`src/rtl/switch_mem_regfile_if.sv`:
```
// Transaction bus of the port-address register file.
// The master issues reads and writes and receives the read response;
// the slave is the register file itself.
//   mem_en     : transaction valid, sampled at the clock posedge
//   mem_rd_wr  : 1 = write, 0 = read
//   mem_add    : register index 0..3
//   mem_data   : write data
//   rd_data    : read response data, held between responses
//   rd_valid   : one-cycle read response strobe
interface switch_mem_regfile_if;
    logic       mem_en;
    logic       mem_rd_wr;
    logic [1:0] mem_add;
    logic [7:0] mem_data;
    logic [7:0] rd_data;
    logic       rd_valid;

    modport master (
        output mem_en,
        output mem_rd_wr,
        output mem_add,
        output mem_data,
        input  rd_data,
        input  rd_valid
    );

    modport slave (
        input  mem_en,
        input  mem_rd_wr,
        input  mem_add,
        input  mem_data,
        output rd_data,
        output rd_valid
    );
endinterface

```
`src/rtl/switch_mem_regfile.sv`:
```
// Four 8-bit port address registers for a packet switch.
// While the switch is forwarding (cfg_busy=1), a write is parked in a
// single pending slot and committed at the first edge with cfg_busy=0.
// A second write that arrives while the slot is occupied and the switch
// is still busy is dropped and flagged in a sticky overflow bit.
// Ports:
//   clock, reset_n : sole clock, asynchronous active-low reset
//   bus            : transaction bus (slave side)
//   cfg_busy       : defer configuration commits
//   err_clr        : clear cfg_ovf_err
//   port_addr      : committed registers, register i at [8i+7:8i]
//   cfg_written    : bit i set once register i has been committed
//   cfg_pending    : a deferred write is held in the slot
//   cfg_ovf_err    : sticky, a write was dropped
//   dup_err        : two written registers hold equal values
module switch_mem_regfile #(
    parameter logic [7:0] INIT_BASE = 8'h00,
    parameter bit         DUP_CHECK = 1'b1
) (
    input  logic                 clock,
    input  logic                 reset_n,
    switch_mem_regfile_if.slave  bus,
    input  logic                 cfg_busy,
    input  logic                 err_clr,
    output logic [31:0]          port_addr,
    output logic [3:0]           cfg_written,
    output logic                 cfg_pending,
    output logic                 cfg_ovf_err,
    output logic                 dup_err
);

    logic [7:0] regs      [4];
    logic [7:0] regs_nxt  [4];
    logic [3:0] written_nxt;
    logic [1:0] pend_add;
    logic [7:0] pend_data;
    logic       wr_req;
    logic       rd_req;
    logic       slot_commit;
    logic       slot_capture;
    logic       wr_drop;
    logic       dup_now;

    assign wr_req       = bus.mem_en &  bus.mem_rd_wr;
    assign rd_req       = bus.mem_en & ~bus.mem_rd_wr;
    assign slot_commit  = cfg_pending & ~cfg_busy;
    assign slot_capture = wr_req & cfg_busy & ~cfg_pending;
    assign wr_drop      = wr_req & cfg_busy &  cfg_pending;

    // The slot is applied first so that a direct write to the same
    // register at the same edge overrides it.
    always_comb begin
        for (int i = 0; i < 4; i++) begin
            regs_nxt[i] = regs[i];
        end
        written_nxt = cfg_written;
        if (slot_commit) begin
            regs_nxt[pend_add]    = pend_data;
            written_nxt[pend_add] = 1'b1;
        end
        if (wr_req && !cfg_busy) begin
            regs_nxt[bus.mem_add]    = bus.mem_data;
            written_nxt[bus.mem_add] = 1'b1;
        end
    end

    // Evaluated on the registers as held before the edge, giving one
    // cycle of latency from a commit to the flag.
    always_comb begin
        dup_now = 1'b0;
        for (int i = 0; i < 4; i++) begin
            for (int j = i + 1; j < 4; j++) begin
                if (cfg_written[i] && cfg_written[j] && (regs[i] == regs[j])) begin
                    dup_now = 1'b1;
                end
            end
        end
    end

    always_ff @(posedge clock or negedge reset_n) begin
        if (!reset_n) begin
            for (int i = 0; i < 4; i++) begin
                regs[i] <= INIT_BASE + 8'(i);
            end
            cfg_written  <= 4'b0000;
            cfg_pending  <= 1'b0;
            pend_add     <= 2'd0;
            pend_data    <= 8'h00;
            cfg_ovf_err  <= 1'b0;
            dup_err      <= 1'b0;
            bus.rd_data  <= 8'h00;
            bus.rd_valid <= 1'b0;
        end else begin
            for (int i = 0; i < 4; i++) begin
                regs[i] <= regs_nxt[i];
            end
            cfg_written <= written_nxt;

            if (slot_capture) begin
                cfg_pending <= 1'b1;
                pend_add    <= bus.mem_add;
                pend_data   <= bus.mem_data;
            end else if (slot_commit) begin
                cfg_pending <= 1'b0;
            end

            // A drop at the same edge as err_clr keeps the flag set.
            if (wr_drop) begin
                cfg_ovf_err <= 1'b1;
            end else if (err_clr) begin
                cfg_ovf_err <= 1'b0;
            end

            dup_err <= DUP_CHECK && dup_now;

            bus.rd_valid <= rd_req;
            if (rd_req) begin
                bus.rd_data <= regs[bus.mem_add];
            end
        end
    end

    assign port_addr = {regs[3], regs[2], regs[1], regs[0]};

endmodule
```
`src/flat_wrapper.sv`:
```
// flat-port wrapper written by rule: the top's interface ports become plain ports
module switch_mem_regfile_flat 
#(
    parameter logic [7:0] INIT_BASE = 8'h00,
    parameter bit         DUP_CHECK = 1'b1
)
  (clock, reset_n, cfg_busy, err_clr, port_addr, cfg_written, cfg_pending, cfg_ovf_err, dup_err, bus_mem_en, bus_mem_rd_wr, bus_mem_add, bus_mem_data, bus_rd_data, bus_rd_valid);
  switch_mem_regfile_if bus_i ();
  input  logic clock;
  input  logic reset_n;
  input  logic cfg_busy;
  input  logic err_clr;
  output logic [31:0] port_addr;
  output logic [3:0] cfg_written;
  output logic cfg_pending;
  output logic cfg_ovf_err;
  output logic dup_err;
  input wire logic [$bits(bus_i.mem_en)-1:0] bus_mem_en;
  input wire logic [$bits(bus_i.mem_rd_wr)-1:0] bus_mem_rd_wr;
  input wire logic [$bits(bus_i.mem_add)-1:0] bus_mem_add;
  input wire logic [$bits(bus_i.mem_data)-1:0] bus_mem_data;
  output wire logic [$bits(bus_i.rd_data)-1:0] bus_rd_data;
  output wire logic [$bits(bus_i.rd_valid)-1:0] bus_rd_valid;
  assign bus_i.mem_en = bus_mem_en;
  assign bus_i.mem_rd_wr = bus_mem_rd_wr;
  assign bus_i.mem_add = bus_mem_add;
  assign bus_i.mem_data = bus_mem_data;
  assign bus_rd_data = bus_i.rd_data;
  assign bus_rd_valid = bus_i.rd_valid;
  switch_mem_regfile #(.INIT_BASE(INIT_BASE), .DUP_CHECK(DUP_CHECK)) u_core (.clock(clock), .reset_n(reset_n), .bus(bus_i), .cfg_busy(cfg_busy), .err_clr(err_clr), .port_addr(port_addr), .cfg_written(cfg_written), .cfg_pending(cfg_pending), .cfg_ovf_err(cfg_ovf_err), .dup_err(dup_err));
endmodule
```
`config.mk`:
```
export PLATFORM = sky130hd
export DESIGN_NAME = switch_mem_regfile_flat
export DESIGN_NICKNAME = d
export VERILOG_FILES = /design/src/rtl/switch_mem_regfile_if.sv /design/src/rtl/switch_mem_regfile.sv /design/src/flat_wrapper.sv
export SDC_FILE = /design/constraint.sdc
export NUM_CORES = 1
export LEC_CHECK = 0
export ABC_AREA = 1
export BUFFER_PORTS_ARGS = -buffer_cell sky130_fd_sc_hd__buf_2
export CAP_MARGIN = 20
export CELL_PAD_IN_SITES_DETAIL_PLACEMENT = 1
export CELL_PAD_IN_SITES_GLOBAL_PLACEMENT = 1
export CORE_MARGIN = 2
export CORE_UTILIZATION = 44
export DETAILED_ROUTE_END_ITERATION = 10
export MAX_ROUTING_LAYER = met4
export PLACE_DENSITY = 0.83
export SETUP_SLACK_MARGIN = 0.3
export SLEW_MARGIN = 40
export SYNTH_ARGS = -nofsm -noshare
export SYNTH_HDL_FRONTEND = slang
export SYNTH_SLANG_ARGS = --single-unit
```
`constraint.sdc`:
```
create_clock -name clock -period 3.2 [get_ports clock]
set_clock_uncertainty 0.15 [all_clocks]
set_input_delay 0.8 -clock clock [delete_from_list [all_inputs] [get_ports clock]]
set_output_delay 0.8 -clock clock [all_outputs]
set_load 0.05 [all_outputs]
```
==> flow_summary.toml, run 1 <==
[die]
ios = 64
start_util = 0.450
core_mm2 = 0.00765
die-area_mm2 = 0.00854
num_rows = 32
die_h_um = 92.4
die_w_um = 92.4

[yosys]
synth-edff-count = 0
synthFlopType = "dfrtp_1"
synth_top_area_share = 0.393
synth.cells.most_frequent = "131 x nand2_1, 54 x dfrtp_1, 51 x inv_1, 42 x nor2_1, 31 x o21ai_1"
yosysWarnings = 0
avgSynthCellArea_um2 = 7.65
synth_area_mm2 = 0.00344
synth.most_common_cell = "nand2_1"
synth_cell_type_count = 30
async_reset_ff_frac = 1.00
ys_seq_area_frac = 0.423
postSynthNetCount = 466
ys_ff_latch = 58
yosys-top-cells-area = "dfrtp_1 39%, nand2_1 14%, o211ai_1 6.1%"
syn_inst = 450
yosys.area.top_type = "dfrtp_1"

[sta]
rsz0062_at_grt = "false"
worst_slew_pin_slew_ns = 0.764
holdWs_ns = 0.313
max_freq_mhz = 451
setup_viol = 0
period_minus_slack_ns = 2.22
slew_viol_final = 0
fin_crit_sh = 0.693
fin_setup_tns_ns = 0
hold_viol = 0
max_slew_margin = 0.490

[cells_and_area]
fin_util = 0.523
n_antenna_cell = 0
area_delta_synth_final_pct = 16.3
multi_input_area_mm2 = 0.00170
ff_latch_area_mm2 = 0.00146
nets = 529
fillerInstances = 987
drive_above_1_share = 0.195

[power]
switching_share = 0.534
clock_power_share = 0.163
power_leakage_nw = 2.04
ir_drop_mv = 0.472
power_frac_seq = 0.336
p_int_mw = 1.96
switchingPower_mw = 2.24
p_per_area_mw_per_mm2 = 1050
power_frac_comb = 0.500

[global_route]
grt.overflow.total = 0
grt_start_max_net_pins = 29
antenna_found_initial = 0
grt_pass1_vias = 3534
met3_usage = 0.0366
grt-busiest-layer = "met2"
use_met2 = 0.463
grt.total_usage = 0.303
grt_pass1_wl_mm = 19.1
gr-usage-met1 = 0.412

[detailed_routing]
routed_via_density = 5.60
postRouteAntennaNets = 0
drc_errors = 0
drtIter0Drc = 230
firstDrtPassIters = 5
wl_per_cell_um = 19.2
vias = 3473
drt-total-wl_mm = 11.9

[critical_path]
worst-path-max-fanout = 7
r2r.worst_path.cells = 5
r2r-end = "u_core.port_addr[2]"
worstPathArrival_ns = 1.27
slowest_stage = "dfstp_2"
critical-path-top-delay-family = "flip-flops"
crit_chain = "buf_2"
cp-end-kind = "output pin"
start_kind = "flip-flop"
critPathKind = "reg2out"
reg2reg_slack_ns = 1.52
path_buf_inv = 1
slowest_delay_ns = 0.63
rr_startpoint = "u_core.cfg_pending"
required_ns = 2.25

[clock_tree]
cts_tree = "done"
clk_pin_slew_worst_paths_ns = 0.08
cts_buffers = 9
clock_latency_ns = 0.35
root_buffer = "clkbuf_8"
htreeDepth = 3
clock_path_buffers = 2
post_cts_resize_count = 0
ctsHoldBuffers = 0
cts_sinks = 58
cts_setup_buffers = 0

[placed_design]
io_buffers = 63
place_congestion = 0.883
place_hpwl_mm = 8.64

[worst_hold_path]
min_path_type = "in2async"

[flow_run]
cap_violations = 0

[status]
status = "complete, no violations"
[area by class of cell]
class,count,area share
repair buffers,65,0.0826
clock buffers,13,0.0372
inverters,53,0.0497
well taps,102,0.0319
clock inverters,3,0.0100
multi-input cells,326,0.424
flip-flops and latches,58,0.364
[metal layers]
layer | up-vias | routed length [um]
met5 | - | 0
met4 | 0 | 318
met3 | 19 | 702
met2 | 109 | 5370
met1 | 1737 | 5510
li1 | 1608 | -
[per-stage QoR]
step | instances | area (um2) | power [mW] | setup slack (ns)
after floorplan | 450 | 3440 | 2.86 | 1.29
after global placement | 604 | 3810 | 3.44 | 0.946
after detailed placement | 604 | 3810 | 3.49 | 0.826
after CTS | 620 | 4000 | 4.20 | 0.976
after global routing | 620 | 4000 | 4.46 | 0.962
final | 620 | 4000 | 4.20 | 0.982
[flip-flops by register name (all words and copies together), names as in the netlist]
signal	cells
u_core.cfg_ovf_err	1
u_core.cfg_pending	1
u_core.bus.rd_data	8
u_core.dup_err	1
u_core.bus.rd_valid	1
u_core.pend_add	2
u_core.cfg_written	4
u_core.pend_data	8
u_core.port_addr	32
[power groups by stage]
stage / Sequential [mW] / Combinational, mW / Clock, mW
detailed placement: 1.41 / 2.09 / 0
global route: 1.44 / 2.29 / 0.730
finish: 1.41 / 2.10 / 0.687
floorplan: 1.96 / 0.900 / 0
global placement: 1.40 / 2.04 / 0
CTS: 1.40 / 2.10 / 0.698
[worst max path at each step]
stage,startpoint,end,slack [ns],depth (start not counted)
2_1_floorplan,bus_mem_en,u_core.port_addr[6],1.29,6
3_3_place_gp,bus_mem_en,u_core.pend_add[0],0.95,6
3_5_place_dp,cfg_busy,u_core.pend_data[2],0.83,5
4_1_cts,u_core.port_addr[17],port_addr[17],0.98,1
5_1_grt,u_core.port_addr[24],port_addr[24],0.96,1
6_report,u_core.port_addr[17],port_addr[17],0.98,1
[kinds of logic (layout without fill, tap and decap cells)]
logic type / after synthesis / count (layout) / synth area share
simple gates: 205 / 205 / 0.258
flops: 58 / 58 / 0.423
xor+xnor: 15 / 15 / 0.0382
buf+inv: 66 / 134 / 0.0833
compound gates: 106 / 106 / 0.197
[layout by cell type (no fill, tap or decap), types with 2 or more instances in the layout]
cell type	n
nand2_1	131
buf_2	63
dfrtp_1	54
inv_1	51
nor2_1	42
o21ai_1	31
o211ai_1	28
o21ai_0	19
xnor2_1	15
nand3_1	13
a22oi_1	11
clkbuf_8	10
a31oi_1	5
nand2_4	4
nand3_2	4
o211ai_2	4
nand3b_1	4
a21oi_1	4
dfstp_2	4
nor2_2	3
a41oi_1	3
clkbuf_1	3
clkinv_2	2
buf_4	2
Power figures use the tool's default switching activity.
==> inputs of run 2 (changes only) <==
- CORE_UTILIZATION: 44 -> 41
- PLACE_DENSITY: 0.83 -> 0.78
- clock period: 3.2 -> 2.3 ns (I/O delays scaled with it)
==> flow_summary.toml, run 2 (same netlist as run 1, synthesis figures left out) <==
[detailed_routing]
wl_per_cell_um = 19.1
vias = 3417
firstDrtPassIters = 4
drtIter0Drc = 163
drc_errors = 0
drt-total-wl_mm = 11.9
routed_via_density = 5.47
postRouteAntennaNets = 0

[placed_design]
io_buffers = 63
place_hpwl_mm = 8.73
dpl_worst_slack_ns = 0.343
place_congestion = 0.876

[clock_tree]
cts_setup_buffers = 0
cts_buffers = 9
clock_path_buffers = 2
root_buffer = "clkbuf_8"
htreeDepth = 3
cts_sinks = 58
cts_tree = "done"
clk_pin_slew_worst_paths_ns = 0.07
clock_latency_ns = 0.35

[critical_path]
path_buf_inv = 1
worstPathArrival_ns = 1.25
start_kind = "flip-flop"
slowest_stage = "dfrtp_1"
critPathKind = "reg2out"
critical-path-top-delay-family = "flip-flops"
cp-end-kind = "output pin"
crit_chain = "buf_2"
slowest_delay_ns = 0.56
worst-path-max-fanout = 7
required_ns = 1.57

[sta]
max_freq_mhz = 507
setup_viol = 0
rsz0062_at_grt = "false"
max_slew_margin = 0.574
worst_slew_pin_slew_ns = 0.638
hold_viol = 0
fin_setup_tns_ns = 0
holdWs_ns = 0.0587
period_minus_slack_ns = 1.97
final.setup.worst_slack_ns = 0.329
slew_viol_final = 0
fin_crit_sh = 0.857

[power]
power_mw = 5.91
p_per_area_mw_per_mm2 = 1460
ir_drop_mv = 0.636
power_leakage_nw = 2.06

[die]
ios = 64
num_rows = 33
die_h_um = 95.6
core_mm2 = 0.00818
die-area_mm2 = 0.00914
die_w_um = 95.6
start_util = 0.421

[global_route]
met3_usage = 0.0387
antenna_found_initial = 0
grt_start_max_net_pins = 59
grt.overflow.total = 0
gr-usage-met1 = 0.383
grt.total_usage = 0.289
grt_pass1_wl_mm = 18.9
grt_pass1_vias = 3548
use_met2 = 0.464
grt-busiest-layer = "met2"

[cells_and_area]
final_common_cell = "nand2_1"
drive_above_1_share = 0.202
area_delta_synth_final_pct = 17.9
final_cell_mix = "131 x nand2_1, 60 x buf_2, 54 x dfrtp_1"
nets = 531
largest_reg_flops = 32
n_antenna_cell = 0
fillerInstances = 1058

[status]
status = "complete, no violations"

[flow_run]
cap_violations = 0

[worst_hold_path]
min_path_type = "in2async"
run 2: final timing paths:
kind	startpoint	endpoint	slack [ns]	depth (start not counted)
setup / recovery	u_core.port_addr[9]	port_addr[9]	0.33	1
hold / removal	reset_n	u_core.port_addr[27]	0.06	2
setup reg to reg	u_core.cfg_pending	u_core.port_addr[14]	0.57	5
hold reg to reg	u_core.cfg_ovf_err	u_core.cfg_ovf_err	0.39	2
max in group asynchronous	reset_n	u_core.port_addr[24]	1.60	2
min in group clock	err_clr	u_core.cfg_ovf_err	0.27	2
run 2: through the flow:
step                utilization  cell area, um2  cells
floorplan                     -            3440    450
global placement          0.470            3840    609
detailed placement        0.470            3840    609
CTS                       0.495            4050    625
global route              0.496            4060    625
finish                    0.496            4060    625
run 2: final cells by class:
cell class | instances | area, um2 | area share
sequential | 58 | 1460 | 0.359
timing repair buffer | 67 | 365 | 0.0901
inverter | 53 | 199 | 0.0490
tap | 105 | 131 | 0.0324
clock buffer | 12 | 155 | 0.0382
multi-input combinational | 326 | 1700 | 0.419
clock inverter | 4 | 51.3 | 0.0126
run 2: repair_timing:
action                     4_1_cts  5_1_grt
setup endpoints to repair        0        3
hold buffers                     0        0
gates resized for setup          0        3
run 2: routing by layer:
metal / share of wire / routed length (um) / up-vias
li1: - / - / 1619
met1: 0.47 / 5590 / 1705
met2: 0.47 / 5620 / 86
met3: 0.051 / 603 / 7
met4: 0.0083 / 99 / 0
met5: 0 / 0 / -
run 2: power by group:
part           internal, mW  switching (mW)  total [mW]  leakage, nW
sequential             1.35           0.617        1.97        0.672
clock                 0.560           0.454        1.01        0.103
combinational         0.862            2.06        2.93         1.29
total                  2.77            3.14        5.91         2.06
